## src/rtl/combo_stim_capture.sv

```systemverilog
// combo_stim_capture: on-chip stimulus source and response sink for the
// a/b/c/d -> f datapath. Sweeps all 16 input vectors, holds each for
// HOLD_CYCLES cycles, samples f once per vector, counts ones and folds the
// samples into a MISR signature.
// Optional build macro: COMBO_STIM_GRAY_SEQ_EN (drive vectors in Gray order).
//
// state  | meaning
// -------+-----------------------------------------------------------
// IDLE   | stimulus parked at 0, results held, waiting for start
// APPLY  | driving vector(vec_idx), hold counter running
// SAMPLE | vector still driven, f captured into ones_cnt / signature
// DONE   | one-cycle done pulse, then back to IDLE
module combo_stim_capture #(
  parameter int                 HOLD_CYCLES = 2,
  parameter int                 SIG_W       = 16,
  parameter logic [SIG_W-1:0]   POLY        = 16'h1021
) (
  input  logic             clk,
  input  logic             rst,
  input  logic             start,
  input  logic             f,
  output logic             a,
  output logic             b,
  output logic             c,
  output logic             d,
  output logic             busy,
  output logic             done,
  output logic [3:0]       vec_idx,
  output logic [4:0]       ones_cnt,
  output logic [SIG_W-1:0] signature
);

  typedef enum logic [1:0] {S_IDLE, S_APPLY, S_SAMPLE, S_DONE} state_t;

  localparam logic [7:0] HC_LAST = 8'(HOLD_CYCLES - 1);

  state_t           state_q, state_d;
  logic [7:0]       hold_q, hold_d;
  logic [3:0]       vec_q, vec_d;
  logic [4:0]       ones_q, ones_d;
  logic [SIG_W-1:0] sig_q, sig_d;
  logic [3:0]       abcd_q, abcd_d;
  logic             busy_q, busy_d;
  logic             done_q, done_d;

  // Index-to-vector mapping; vec_idx always counts in binary.
  function automatic logic [3:0] vec_of(input logic [3:0] idx);
`ifdef COMBO_STIM_GRAY_SEQ_EN
    return idx ^ (idx >> 1);
`else
    return idx;
`endif
  endfunction

  // Next-state, counters and result update; outputs derived from next state
  // so every output is registered alongside the state it belongs to.
  always_comb begin
    state_d = state_q;
    hold_d  = hold_q;
    vec_d   = vec_q;
    ones_d  = ones_q;
    sig_d   = sig_q;
    case (state_q)
      S_IDLE: begin
        if (start) begin
          hold_d  = '0;
          vec_d   = '0;
          ones_d  = '0;
          sig_d   = '0;
          state_d = S_APPLY;
        end
      end
      S_APPLY: begin
        hold_d = hold_q + 8'd1;
        if (hold_q == HC_LAST) state_d = S_SAMPLE;
      end
      S_SAMPLE: begin
        ones_d = ones_q + 5'(f);
        sig_d  = {sig_q[SIG_W-2:0], 1'b0}
               ^ (sig_q[SIG_W-1] ? POLY : '0)
               ^ {{(SIG_W-1){1'b0}}, f};
        if (vec_q == 4'd15) begin
          state_d = S_DONE;
        end else begin
          vec_d   = vec_q + 4'd1;
          hold_d  = '0;
          state_d = S_APPLY;
        end
      end
      S_DONE: begin
        state_d = S_IDLE;
      end
      default: state_d = S_IDLE;
    endcase

    busy_d = (state_d == S_APPLY) || (state_d == S_SAMPLE);
    done_d = (state_d == S_DONE);
    abcd_d = busy_d ? vec_of(vec_d) : 4'd0;
  end

  // State and output registers with synchronous reset.
  always_ff @(posedge clk) begin
    if (rst) begin
      state_q <= S_IDLE;
      hold_q  <= '0;
      vec_q   <= '0;
      ones_q  <= '0;
      sig_q   <= '0;
      abcd_q  <= '0;
      busy_q  <= 1'b0;
      done_q  <= 1'b0;
    end else begin
      state_q <= state_d;
      hold_q  <= hold_d;
      vec_q   <= vec_d;
      ones_q  <= ones_d;
      sig_q   <= sig_d;
      abcd_q  <= abcd_d;
      busy_q  <= busy_d;
      done_q  <= done_d;
    end
  end

  assign {a, b, c, d} = abcd_q;
  assign busy         = busy_q;
  assign done         = done_q;
  assign vec_idx      = vec_q;
  assign ones_cnt     = ones_q;
  assign signature    = sig_q;

endmodule
```

## config.mk

```make
export PLATFORM = sky130hd
export DESIGN_NAME = combo_stim_capture
export DESIGN_NICKNAME = d
export VERILOG_FILES = /design/src/rtl/combo_stim_capture.sv
export SDC_FILE = /design/constraint.sdc
export NUM_CORES = 1
export LEC_CHECK = 0
export CORE_ASPECT_RATIO = 1.1
export CORE_MARGIN = 4
export CORE_UTILIZATION = 53
export CTS_CLUSTER_DIAMETER = 30
export DETAILED_ROUTE_END_ITERATION = 16
export GPL_TIMING_DRIVEN = 0
export PLACE_DENSITY = 0.8
export SLEW_MARGIN = 5
export SYNTH_ARGS = -nofsm -noshare
export SYNTH_HDL_FRONTEND = slang
export SYNTH_SLANG_ARGS = --single-unit
```

## constraint.sdc

```tcl
create_clock -name clk -period 3.3 [get_ports clk]
set_clock_uncertainty 0.1 [all_clocks]
set_input_delay 0.495 -clock clk [delete_from_list [all_inputs] [get_ports clk]]
set_output_delay 0.495 -clock clk [all_outputs]
set_load 0.1 [all_outputs]
```

; Word level (Yosys, flattened, before mapping)
; Index checks and enable logic that the tools add are counted.
[word_totals]
out_inout_bits = 31
inputBits = 4
register_bits = 41
[classes]
muxes = 15
n_eq_ne = 10
n_bitwise = 3
n_reduce_logical = 7
addsub = 3
[op_table]
columns = operator, n
row1 = one-hot mux 16 bit (2 select lines), 1
row2 = one-hot mux 8 bit (3 select lines), 1
row3 = two-way mux 16 bit, 1
row4 = two-way mux 8 bit, 2
row5 = bitwise XOR 16 x 1 -> 16 bit, 1
row6 = bitwise XOR 16 x 13 -> 16 bit, 1
row7 = two-way mux 13 bit, 1
row8 = one-hot mux 5 bit (2 select lines), 1
row9 = adder 8 x 1 -> 8 bit (second input constant), 1
row10 = equality test 2 bit (second input constant), 4
row11 = equality test 8 x 1 -> 1 bit (second input constant), 1
row12 = two-way mux 4 bit, 2
row13 = one-hot mux 2 bit (4 select lines), 1
row14 = one-hot mux 4 bit (2 select lines), 1
row15 = two-way mux 2 bit, 3
row16 = adder 5 x 1 -> 5 bit, 1
row17 = two-way mux 5 bit, 1
row18 = adder 4 x 1 -> 4 bit (second input constant), 1
row19 = equality test 2 x 1 -> 1 bit (second input constant), 2
row20 = equality test 4 bit (second input constant), 1
row21 = != test 2 bit (second input constant), 2
row22 = AND reduction 3 bit, 1
row23 = nonzero test 3 bit, 1
row24 = logical NOT 2 bit, 1
row25 = other kinds (5), 5

; Depth between registers and ports, before layout
[logic_depth]
ltp_word = 7
mapped_depth = 9
ltp_nobuf = 9

; Least setup slack after synthesis
; OpenSTA, ideal clock, no wires.
[synth_path]
kind = register to register
from = register vec_q[0] (netlist: vec_idx[0])
to = register abcd_q[3]
slack_ps = 696
arrival_ps = 2389
stages_incl_launch_ff = 8
path_cell_list = dfxtp_1 ha_1 nand4_1 o2bb2ai_1 ha_1 nand2b_1 inv_1 and2_1
[synth_via]
elab_chain_len = 7
word_cells_on_any_way = 11
[synth_lines]
columns = element, line_no
row1 = start: declaration, 39  ; logic [3:0] vec_q, vec_d;
row2 = start signal: assignment, 115  ; vec_q <= vec_d;
row3 = equality test 4 bit *, 82  ; if (vec_q == 4'd15) begin
row4 = two-way mux 2 bit *, 82
row5 = one-hot mux 2 bit (4 select lines) *, 63  ; case (state_q)
row6 = via state_d[1], 37  ; state_t state_q, state_d;
row7 = equality test 2 x 1 -> 1 bit or equality test 2 bit (tied branches), 96  ; busy_d = (state_d == S_APPLY) || (state_d == S_SAMPLE);
row8 = logical OR 1 bit *, 96
row9 = via busy_d, 43  ; logic busy_q, busy_d;
row10 = NOT 1 bit (no source line) *, --
row11 = OR reduction 2 bit (no source line) *, --
row12 = end signal: assignment, 109  ; abcd_q <= '0;
row13 = end signal: assignment, 118  ; abcd_q <= abcd_d;
row14 = end: declaration, 42  ; logic [3:0] abcd_q, abcd_d;
; Mark *: on every way through the listed nets, which the timed path passes. The rest lies on a longest branch.
; A chain may end at the register's enable or synchronous reset.

; Worst setup path after layout
[layout_path]
from = register sig_q[15] (netlist: signature[15])
to = output signature[15]
[layout_rtl]
columns = element, line_no
row1 = start: declaration, 41  ; logic [SIG_W-1:0] sig_q, sig_d;
row2 = start signal: assignment, 117  ; sig_q <= sig_d;
row3 = end: declaration, 30  ; output logic [SIG_W-1:0] signature
; No word-level cell between the ends.

==> flow_summary.ini <==
[outcome]
status = finished clean

[cells_and_area]
layout_common_cells = 41 x dfxtp_1, 34 x clkdlybuf4s50_1, 30 x nor2_1, 19 x a22oi_1, 11 x a21oi_1
areaGrowthSynthToFinish_pct = 26.1
final_cell_area_sq_um = 2120
multi_input_area_sq_um = 807
layout.cells.most_common = dfxtp_1
final-seq-area_sq_um = 821
nNetsFinal = 232
antennaDiodeCount = 0
finalCoreUtilization = 0.695
drive_gt1_frac = 0.0807
stdcell_count = 257
fillers = 253

[global_routing]
grt_use_total = 0.197
busiest_layer = met2
use_met3 = 0.0640
groute.layer.met2.usage = 0.319
overflow = 0
grt_pass1_wl_um = 6170
grt_max_degree = 14
antenna_found_initial = 0
grt_use_met1 = 0.231
grt_pass1_vias = 1478

[power_and_ir_drop]
p_per_area_nw_per_um2 = 386
finalPower_uw = 818
power_switching_uw = 216
vdd_drop_max_uv = 304
p_leak_nw = 0.777
switching_share = 0.264
p_int_uw = 602
pwr-share-seq = 0.614
comb_power_share = 0.090
clkPwrFrac = 0.296

[sta]
setup_tns_ns = 0
setup_violations = 0
finalCritPeriodShare = 0.794
rsz0062_at_grt = false
max_slew_margin = 0.332
worstMarginPinSlew_ns = 0.999
hold_violations = 0
finalCriticalPeriod_ns = 2.62
finalWorstSetupSlack_ns = 0.680
timing.fmax_mhz = 382
slew_viol_final = 0
fin_hold_ws_ns = 0.393

[synth]
mappedNetlistNets = 191
syn-cell-area_sq_um = 1680
yosysSeqAreaShare = 0.489
yosysWarnings = 0
async_flop_share = 0
synth_seq_cells = 41
avgSynthCellArea_sq_um = 9.28
ys.flop_type = dfxtp_1
synth-edff-count = 0
syn-instance-count = 181
synth_cell_types = 38

[floorplanning]
core-area_sq_um = 3050
io_pins = 35
dieArea_sq_um = 4130
die_y_um = 67.0
die_w_um = 61.7
rows = 21
initial_core_util = 0.551

[critical_path]
path_depth = 1
reg2reg_to = abcd_q[3]$_SDFF_PP0_
crit_start = signature[15]$_SDFFE_PP0P_
critPathSlowestCell = clkdlybuf4s50_1
crit_chain = clkdlybuf4s50_1
cp_top_family = buffers and inverters
endpoint = signature[15]
required_ns = 2.70
critical_path_buf_inv_count = 1
slowest_delay_ns = 1.19
critPathKind = reg2out
r2r_start = hold_q[0]$_SDFFE_PP0P_
cp-end-kind = output port
reg2reg_slack_ns = 1.02
crit_arrival_ns = 2.03
rr_worst_depth = 8
path_max_fanout = 5
critPathLaunchType = flop

[cts]
insertion_delay_ns = 0.35
cts_resized = 0
post_cts_buffers = 0
clk_pin_slew_ns = 0.12
postCtsHoldBufs = 0
tritoncts = done
h-tree-depth = 2
cts.sinks = 41
root_buffer = clkbuf_4
numCtsBuffers = 5
ctsLongestPathBuffers = 2

[drt]
drcViolationCount = 0
drtIter0Drc = 67
wl_per_cell_um = 13.5
drt-total-wl_um = 3460
dr.pass1.iters = 5
ant_nets = 0
viasPerCell = 5.74
dr_total_vias = 1475

[place]
gp_congestion = 0.773
place_area_sq_um = 2060
pre_cts_ws_ns = 0.861
io_buffers = 34
dp_cells = 249
dp_hpwl_um = 2570

[hold_path]
min_from = hold_q[7]$_SDFFE_PP0P_
hp-class = reg2reg

[flow_run]
drv_cap = 0
## layout make-up
cell class                 instances  area share
clock buffer                       5      0.0177
tap                               34      0.0201
buffer                             8      0.0171
inverter                           4     0.00709
multi-input combinational        128       0.381
sequential                        41       0.388
timing repair buffer              34       0.161
clock inverter                     3     0.00827
## cell usage after synthesis, types with 3 or more instances
| cell type | count | area [sq um] |
|---|---|---|
| ha_1 | 6 | 75.1 |
| a21oi_1 | 11 | 55.1 |
| a22oi_1 | 19 | 143 |
| clkbuf_1 | 3 | 11.3 |
| nand2b_1 | 6 | 37.5 |
| inv_1 | 4 | 15.0 |
| and2_1 | 3 | 18.8 |
| buf_2 | 5 | 25.0 |
| or3_1 | 4 | 25.0 |
| dfxtp_1 | 41 | 821 |
| o21ai_0 | 4 | 20.0 |
| nand4_1 | 5 | 31.3 |
| nand3_1 | 6 | 30.0 |
| nor2_1 | 30 | 113 |
| xor2_1 | 4 | 35.0 |
| nor2b_1 | 3 | 18.8 |
| nand2_1 | 4 | 15.0 |
## registers in the layout, indices dropped and copies added, names as in the netlist
register and cells:
abcd_q 4, busy 1, done 1, hold_q 8, ones_cnt 5, signature 16, state_q 2, vec_idx 4
## logic make-up (layout without fill, tap and decap cells)
family | after synthesis | count (layout) | share of synthesized area
flip-flops | 41 | 41 | 0.489
multiplexers | 1 | 1 | 0.00596
adder cells (fa/ha/maj) | 6 | 6 | 0.0447
XOR/XNOR | 5 | 5 | 0.0261
AND/OR/NAND/NOR | 73 | 73 | 0.230
AO/OA/AOI/OAI | 43 | 43 | 0.174
buffers and inverters | 12 | 54 | 0.0305
## power by group through the flow
stage                     clock [mW]  sequential, mW  combinational, mW
after global routing           0.269           0.503             0.0814
after CTS                      0.251           0.502             0.0734
final                          0.242           0.502             0.0735
after floorplan                    0           0.527             0.0390
after detailed placement           0           0.514             0.0732
after global placement             0           0.513             0.0722
## worst min path at each step
stage	endpoint	slack (ns)	cells past startpoint
2_1_floorplan	hold_q[7]$_SDFFE_PP0P_	0.35	2
3_3_place_gp	ones_cnt[4]$_SDFFE_PP0P_	0.36	2
3_5_place_dp	hold_q[7]$_SDFFE_PP0P_	0.38	2
4_1_cts	hold_q[7]$_SDFFE_PP0P_	0.39	2
5_1_grt	hold_q[7]$_SDFFE_PP0P_	0.42	2
6_report	hold_q[7]$_SDFFE_PP0P_	0.39	2
## layer usage
metal | vias up | share of wire
met5 | - | 0
met4 | 0 | 0.022
met3 | 9 | 0.060
met2 | 45 | 0.47
met1 | 691 | 0.45
li1 | 730 | -
Note: power is estimated with default switching activity, not from simulation.
